$ cat src/rtl/global_defs_pkg.sv
// ============================================================================
//  Module   : global_defs (package)
//  Brief    : Shared request types and queue constants for the trace front end.
//  Revision : 1.0
// ============================================================================
`default_nettype none

package global_defs;

    localparam int REQ_QUEUE_DEPTH = 16;

    typedef enum logic [1:0] {
        READ   = 2'd0,
        WRITE  = 2'd1,
        IFETCH = 2'd2
    } opcode_e;

    typedef struct packed {
        logic [31:0] CPU_clock_count;
        opcode_e     opcode;
        logic [31:0] address;
        logic        op_ready_s;
    } parser_out_struct;

    // Per-slot age update selection driven by the queue compaction logic
    typedef enum logic [1:0] {
        AGE_HOLD_INC  = 2'd0,
        AGE_SHIFT_IN  = 2'd1,
        AGE_LOAD_ZERO = 2'd2
    } age_mode_e;

endpackage

`default_nettype wire

$ cat src/rtl/age_counter.sv
// ============================================================================
//  Module   : age_counter
//  Brief    : Saturating age counter with load-zero, shift-in and hold-increment.
//  Revision : 1.0
// ============================================================================
`default_nettype none

module age_counter
    import global_defs::*;
#(
    parameter int AGE_WIDTH = 8
) (
    input  logic                 CPU_clock,
    input  logic                 rst,
    input  age_mode_e            mode_i,
    input  logic [AGE_WIDTH-1:0] shift_val_i,
    output logic [AGE_WIDTH-1:0] age_o
);

    logic [AGE_WIDTH-1:0] age_q;
    logic [AGE_WIDTH-1:0] age_d;

    function automatic logic [AGE_WIDTH-1:0] sat_inc(input logic [AGE_WIDTH-1:0] v);
        return (v == {AGE_WIDTH{1'b1}}) ? v : v + AGE_WIDTH'(1);
    endfunction

    always_comb begin
        age_d = age_q;
        case (mode_i)
            AGE_HOLD_INC:  age_d = sat_inc(age_q);
            AGE_SHIFT_IN:  age_d = sat_inc(shift_val_i);
            AGE_LOAD_ZERO: age_d = '0;
            default:       age_d = '0;
        endcase
    end

    always_ff @(posedge CPU_clock or posedge rst) begin
        if (rst) begin
            age_q <= '0;
        end else begin
            age_q <= age_d;
        end
    end

    assign age_o = age_q;

endmodule

`default_nettype wire

$ cat src/rtl/mc_request_queue.sv
// ============================================================================
//  Module   : mc_request_queue
//  Brief    : In-order insert, any-index remove request queue with entry ageing.
//  Revision : 1.0
// ============================================================================
`default_nettype none

module mc_request_queue
    import global_defs::*;
#(
    parameter int DEPTH        = REQ_QUEUE_DEPTH,
    parameter int AGE_WIDTH    = 8,
    parameter int STARVE_LIMIT = 100,
    parameter int IDX_WIDTH    = $clog2(DEPTH)
) (
    input  logic                 CPU_clock,
    input  logic                 rst,
    input  logic                 in_valid,
    input  parser_out_struct     in_req,
    output logic                 in_ready,
    input  logic                 pop_valid,
    input  logic [IDX_WIDTH-1:0] pop_idx,
    output parser_out_struct     q_entry [DEPTH],
    output logic [DEPTH-1:0]     q_valid,
    output logic [AGE_WIDTH-1:0] q_age   [DEPTH],
    output logic [IDX_WIDTH:0]   count,
    output logic                 full,
    output logic                 empty,
    output logic                 starve,
    output logic                 err_pop
);

    localparam int                   CNT_W    = IDX_WIDTH + 1;
    localparam logic [CNT_W-1:0]     C_DEPTH  = CNT_W'(DEPTH);
    localparam logic [AGE_WIDTH-1:0] C_STARVE = AGE_WIDTH'(STARVE_LIMIT);

    parser_out_struct     entry_q   [DEPTH];
    parser_out_struct     entry_d   [DEPTH];
    parser_out_struct     entry_ext [DEPTH+1];
    logic [AGE_WIDTH-1:0] age       [DEPTH];
    logic [AGE_WIDTH-1:0] age_ext   [DEPTH+1];
    logic [AGE_WIDTH-1:0] age_shift [DEPTH];
    age_mode_e            age_mode  [DEPTH];

    logic [CNT_W-1:0] count_q;
    logic [CNT_W-1:0] count_d;
    logic [CNT_W-1:0] post_pop_cnt;
    logic             err_pop_q;
    logic             err_pop_d;
    logic             push_acc;
    logic             pop_ok;

    assign full     = (count_q == C_DEPTH);
    assign empty    = (count_q == '0);
    assign in_ready = !full;
    assign push_acc = in_valid && in_ready;
    assign pop_ok   = pop_valid && ({1'b0, pop_idx} < count_q);

    // Compaction happens first, so a concurrent push lands at the post-pop tail
    assign post_pop_cnt = count_q - CNT_W'(pop_ok);
    assign count_d      = post_pop_cnt + CNT_W'(push_acc);
    assign err_pop_d    = err_pop_q | (pop_valid & ~pop_ok);

    // One extra zero slot above the top lets the shift mux stay uniform
    always_comb begin
        for (int i = 0; i < DEPTH; i++) begin
            entry_ext[i] = entry_q[i];
            age_ext[i]   = age[i];
        end
        entry_ext[DEPTH] = '0;
        age_ext[DEPTH]   = '0;
    end

    always_comb begin
        for (int i = 0; i < DEPTH; i++) begin
            entry_d[i]   = entry_q[i];
            age_mode[i]  = AGE_HOLD_INC;
            age_shift[i] = age_ext[i+1];
            if (pop_ok && (CNT_W'(i) >= {1'b0, pop_idx})) begin
                entry_d[i]  = entry_ext[i+1];
                age_mode[i] = AGE_SHIFT_IN;
            end
            if (push_acc && (CNT_W'(i) == post_pop_cnt)) begin
                entry_d[i]  = in_req;
                age_mode[i] = AGE_LOAD_ZERO;
            end
            if (CNT_W'(i) >= count_d) begin
                age_mode[i] = AGE_LOAD_ZERO;
            end
        end
    end

    always_ff @(posedge CPU_clock or posedge rst) begin
        if (rst) begin
            for (int i = 0; i < DEPTH; i++) begin
                entry_q[i] <= '0;
            end
            count_q   <= '0;
            err_pop_q <= 1'b0;
        end else begin
            for (int i = 0; i < DEPTH; i++) begin
                entry_q[i] <= entry_d[i];
            end
            count_q   <= count_d;
            err_pop_q <= err_pop_d;
        end
    end

    for (genvar i = 0; i < DEPTH; i++) begin : g_slot
        age_counter #(
            .AGE_WIDTH (AGE_WIDTH)
        ) u_age (
            .CPU_clock   (CPU_clock),
            .rst         (rst),
            .mode_i      (age_mode[i]),
            .shift_val_i (age_shift[i]),
            .age_o       (age[i])
        );

        assign q_valid[i] = (CNT_W'(i) < count_q);
        assign q_entry[i] = entry_q[i];
        assign q_age[i]   = age[i];
    end

    assign count   = count_q;
    assign err_pop = err_pop_q;
    assign starve  = (count_q != '0) && (age[0] >= C_STARVE);

endmodule

`default_nettype wire

$ cat config.mk
export PLATFORM = sky130hd
export DESIGN_NAME = mc_request_queue
export DESIGN_NICKNAME = d
export VERILOG_FILES = /design/src/rtl/global_defs_pkg.sv /design/src/rtl/age_counter.sv /design/src/rtl/mc_request_queue.sv
export SDC_FILE = /design/constraint.sdc
export NUM_CORES = 2
export LEC_CHECK = 0
export ABC_AREA = 1
export BUFFER_PORTS_ARGS = -buffer_cell sky130_fd_sc_hd__buf_2
export CELL_PAD_IN_SITES_DETAIL_PLACEMENT = 2
export CELL_PAD_IN_SITES_GLOBAL_PLACEMENT = 2
export CORE_AREA = 2 2 509 511
export CTS_BUF_LIST = sky130_fd_sc_hd__clkbuf_2 sky130_fd_sc_hd__clkbuf_4 sky130_fd_sc_hd__clkbuf_8
export DETAILED_ROUTE_END_ITERATION = 8
export DIE_AREA = 0 0 511 513
export PLACE_DENSITY = 0.62
export REMOVE_ABC_BUFFERS = 1
export SKIP_LAST_GASP = 1
export SYNTH_ARGS = -nofsm -noshare
export SYNTH_HDL_FRONTEND = slang
export SYNTH_SLANG_ARGS = --single-unit
$ cat constraint.sdc
create_clock -name CPU_clock -period 39.4 [get_ports CPU_clock]
set_clock_uncertainty 0.05 [all_clocks]
set_input_delay 1.97 -clock CPU_clock [delete_from_list [all_inputs] [get_ports CPU_clock]]
set_output_delay 1.97 -clock CPU_clock [all_outputs]
set_load 0.005 [all_outputs]
# [Yosys cells after proc, flatten, opt, wreduce, memory -nomap -nowiden]
# Cells that the tools add are included.
# W data, S select, Z words.
[totals] out_inout_bits=1226 wordCells=383 reg_bits=1206
[classes] bitwise=3 n_addsub=18 mux=112 eq_ne=49 order_cmp=49 n_reduce_logical=70
[op_table] operator="$mux W67" count=32
[op_table] operator="$pmux W8 S2" count=16
[op_table] operator="$add A8 B1 Y8 const B" count=16
[op_table] operator="$eq A8 B8 Y1 const B" count=16
[op_table] operator="$mux W8" count=16
[op_table] operator="$mux W2" count=32
[op_table] operator="$eq A4 B5 Y1 const A" count=8
[op_table] operator="$ge A4 B5 Y1 const A" count=8
[op_table] operator="$lt A4 B5 Y1 const A" count=8
[op_table] operator="$logic_and A1 B1 Y1" count=34
[op_table] operator="$eq A2 B1 Y1 const B" count=16
[op_table] operator="$logic_not A2 Y1" count=16
[op_table] operator="$reduce_bool A2 Y1" count=16
[op_table] operator="$ge A4 B4 Y1 const A" count=7
[op_table] operator="$eq A3 B5 Y1 const A" count=4
[op_table] operator="$ge A3 B5 Y1 const A" count=4
[op_table] operator="$lt A3 B5 Y1 const A" count=4
[op_table] operator="$ge A3 B4 Y1 const A" count=4
[op_table] operator="$mux W1" count=16
[op_table] operator="$eq A2 B5 Y1 const A" count=2
[op_table] operator="$ge A1 B5 Y1 const A" count=2
[op_table] operator="$ge A2 B5 Y1 const A" count=2
[op_table] operator="$logic_not A5 Y1" count=2
[op_table] operator="$lt A1 B5 Y1 const A" count=2
[op_table] operator="other kinds (15)" count=18

# [Longest topological paths before layout]
[depth] ltp_word=9 ltp_mapped=24 mapped_depth_nobuf=22

# [Cells and area by module]
# Synthesis repeated with hierarchy kept, for this count alone.
[unflattened] cells_unflattened=8827 area_unflattened_um2=65795.6
[modules_own_cells] module="mc_request_queue" instances=1 area_each_um2=53623.9 cells_each=6923
[modules_own_cells] module="age_counter" instances=16 area_each_um2=760.7 cells_each=119

# [Worst setup path after synthesis]
# No wires, ideal clock.
[synth_timing] path_kind="in2reg" startpoint="input port pop_idx[3]" endpoint="register g_slot[8].u_age.age_q[2]" arrival_ps=4756 setup_time_ps=118 cell_stages=21 path_slack_ps=34476 path_cell_list="ha_1 > inv_1 > nor2_2 > nand3b_1 > nand3_2 > inv_2 > ha_1 > ha_1 > inv_2 > ha_1 > inv_1 > nand2_1 > nand2_1 > inv_1 > nand2_1 > inv_1 > nor2_1 > o21ai_2 > buf_2 > nand3_1 > nand2_1"
[synth_between] word_cells_on_any_way=15 cone_classes="add/sub: 2; order compare: 3; eq/ne: 2; mux: 4; reduce/logical: 4"
[synth_rtl] element="start: declaration" line="mc_request_queue.sv:22" text="input logic [IDX_WIDTH-1:0] pop_idx,"
[synth_rtl] element="$lt A4 B5 Y1 (*)" line="mc_request_queue.sv:57" text="assign pop_ok = pop_valid && ({1'b0, pop_idx} < count_q);"
[synth_rtl] element="$logic_and A1 B1 Y1 (*)" line="mc_request_queue.sv:57"
[synth_rtl] element="$sub A5 B1 Y5 (*)" line="mc_request_queue.sv:60" text="assign post_pop_cnt = count_q - CNT_W'(pop_ok);"
[synth_rtl] element="$add A5 B1 Y5 (*)" line="mc_request_queue.sv:61" text="assign count_d = post_pop_cnt + CNT_W'(push_acc);"
[synth_rtl] element="named net count_d[2]" line="mc_request_queue.sv:46" text="logic [CNT_W-1:0] count_d;"
[synth_rtl] element="$ge A4 B5 Y1 (*)" line="mc_request_queue.sv:87" text="if (CNT_W'(i) >= count_d) begin"
[synth_rtl] element="$mux W2 (*)" line="mc_request_queue.sv:87"
[synth_rtl] element="$eq A2 B1 Y1 / $logic_not A2 Y1 (equally long branches)" line="age_counter.sv:29" text="case (mode_i)"
[synth_rtl] element="$pmux W8 S2 (*)" line="age_counter.sv:29"
[synth_rtl] element="named net g_slot[8].u_age.age_d[2]" line="age_counter.sv:21" text="logic [AGE_WIDTH-1:0] age_d;"
[synth_rtl] element="end signal: assignment" line="age_counter.sv:41" text="age_q <= age_d;"
[synth_rtl] element="end: declaration" line="age_counter.sv:20" text="logic [AGE_WIDTH-1:0] age_q;"
# The timed path passes the listed nets; every way through them passes the cells marked *.
# A chain may end at the register's enable or synchronous reset.

==> metrics <==
status completed; EDFF count, synth 0; MaxCap Viol Count 0; DIE HEIGHT about 500 um; Post-Syn Area roughly 0.056 mm^2; share of cells above drive strength 1 0.240; Post CTS Setup Buffer Count 0; drt wl/cell 32.3 um; largest net degree at the start of global routing between 100 and 150; fmax approximately 140 MHz; 1st-pass router iterations 5; Clock Path Buffers 3; largest area contributor in the netlist dfrtp_1; design area a little over 0.07 mm^2; vias about 58000; CTS Buf Count 236; fin crit share 0.184; CP Capture Type asynchronous set/reset pin; most common cell after layout, fill and taps aside nand2_1; min-delay worst type reg -> reg; most frequent cells in the layout 2099 x nand2_1, 1300 x buf_2, 1206 x dfrtp_1, 611 x o21ai_0, 448 x nand3_1; total die area ~0.26 mm^2; Setup-failing EPs final 0; slowest CP cell buf_4; first-pass GRT wire length 510000 um; Max VDD drop between 0.03 and 0.04 mV; final setup TNS 0 ns; Seq/Total Area, Yosys 0.541; CTS Sinks between 1000 and 1500; Routed WL between 300000 and 400000 um; vias in the first global route 61242; Critical Path Start Type primary input; Crit path max-delay family buffers and inverters; CP dominant cell by count buf_4; GRT Total Usage 0.274; DRC violations left 0; Area Growth Syn to Fin 26.4%; Yosys cell types 50; Gate Count Post-Synth between 6000 and 7000; Final Core Density 0.275; Pwr Total 6.54 mW; Synth Register Bits around 1200; Synth Warn # 0; initial DRC count 4238; Max Slew Vio Count 0; fraction of registers with async set/reset 1.00; Crit path arrival time between 8 and 9 ns; Detailed Place HPWL approximately 260000 um; TritonCTS clock tree built; critical path class in -> async; Routed Antenna Nets 0; Static Leakage between 30 and 40 nW; Slew HR 0.231; std cell rows approximately 190; dpl cell area between 0.06 and 0.07 mm^2; Critical Path Fanout Max roughly 110; RSZ-0062 raised after global routing no; Yosys top cell area share 0.541; Worst Tran Pin Value approximately 1.1 ns; Cell Chain, Critical Path buf_2, inv_8, buf_4, buf_4, buf_4, buf_4, buf_4, buf_4, buf_4; clock slew at reported path FFs about 0.060 ns; Final GP Congestion between 0.8 and 0.9; Worst Path Required roughly 40 ns; Synth area leaders dfrtp_1 54%, nand2_1 14%, o21ai_0 5.5%; routed vias/inst between 5 and 6; total global routing overflow 0; die width roughly 510 um; final hold vios 0; Buffers & Inverters on Critical Path 9; fill cell count 29661; initial antenna violation count 35; Post-layout nets about 7900; FF+latch area about 0.03 mm^2; Worst-Skew Late Latency ~1.1 ns; synthesized area per cell 8.38 um^2; Pwr Density between 90 and 100 mW/mm^2; footprint of the multi-input gates around 0.023 mm^2; CTS H-tree lvls 4; Post-synth top flop dfrtp_1; slowest stage delay, CP roughly 0.84 ns; IO Pins ~1300; Starting Density 0.218; cts hold-fix bufs 0; Tmin final 7.24 ns; Hold WS 0.442 ns; post_cts resized 0; root buffer cell clkbuf_8; core box area around 0.26 mm^2; # port buffers 1300
==> layer usage <==
metal	track usage	share of wire	vias to the layer above
li1	-	-	24647
met3	0.0855	0.080	577
met2	0.441	0.46	2053
met1	0.335	0.41	30746
met4	0.117	0.049	6
met5	0	0.000098	-
==> cells in the mapped netlist (3+ instances only) <==
master / instances
inv_2: 33
clkbuf_2: 13
nand3_1: 448
buf_2: 186
inv_1: 204
nand2_2: 11
o21ai_2: 3
xnor2_1: 24
nor2_4: 6
o21a_1: 8
o21ai_0: 611
nand2_1: 2109
nor2_2: 11
dfrtp_1: 1206
ha_1: 24
buf_4: 30
a21oi_1: 151
mux2i_1: 9
a22oi_1: 51
o211ai_1: 333
o21ai_1: 58
clkinv_1: 55
clkbuf_1: 235
buf_1: 12
nand4_1: 86
nor2_1: 419
xor2_1: 44
nor3_1: 16
nand3b_1: 8
nand3_2: 5
a22o_1: 4
a31oi_1: 217
or2_2: 7
==> sequential cells by signal, indices dropped and copies added, names as in the netlist <==
name and count:
q_entry 1072, count 5, g_slot.u_age.age_o 128, err_pop 1
==> area by class of cell <==
cell class	instances	area share
antenna	13	0.000461
clock buffer	385	0.0680
clock inverter	42	0.00589
inverter	292	0.0172
multi-input combinational	4683	0.320
sequential	1206	0.428
tap	3384	0.0600
timing repair buffer	1383	0.101
==> tightest hold or removal path: cells and delay by family (launching register included) <==
kind / cells / cell delay [ns]
flip-flops: 1 / 0.33
AO/OA/AOI/OAI: 1 / 0.07
AND/OR/NAND/NOR: 1 / 0.05
==> path summary, 6_finish.rpt <==
| path | slack [ns] | endpoint | cells past startpoint | start |
|---|---|---|---|---|
| setup reg to reg | 32.78 | q_entry[462] | 24 | count[2] |
| hold / removal | 0.44 | q_entry[1061] | 2 | q_entry[1061] |
| min in group asynchronous | 1.00 | q_entry[249] | 2 | rst |
| setup / recovery | 32.16 | q_entry[248] | 9 | rst |
| max in group CPU_clock | 32.55 | q_entry[462] | 24 | pop_idx[2] |
| hold reg to reg | 0.44 | q_entry[1061] | 2 | q_entry[1061] |
==> cells by family (layout without fill, tap and decap cells) <==
family          count (synthesis)  after routing  share of synthesized area
fa+ha+maj                      24             24                    0.00538
xor+xnor                       68             68                     0.0107
simple gates                 3135           3135                      0.230
mux                            11             11                    0.00202
buf+inv                       770           2102                     0.0585
flops                        1206           1206                      0.541
other cells                     0             13                          0
compound gates               1445           1445                      0.153
==> through the flow <==
step,setup WS [ns],instances
6_report,32.16,11388
3_3_place_gp,30.97,10948
4_1_cts,32.08,11375
5_1_grt,31.45,11379
3_5_place_dp,30.92,10948
2_1_floorplan,3.40,6181
==> power by group <==
part	total (mW)	internal, mW	switching [mW]	leakage, nW
Sequential	2.28	1.74	0.536	15.4
Combinational	2.83	0.826	2.00	15.7
Clock	1.43	0.800	0.634	2.79
Total	6.54	3.37	3.17	33.9
No activity file was read; power rests on OpenSTA's default activity.
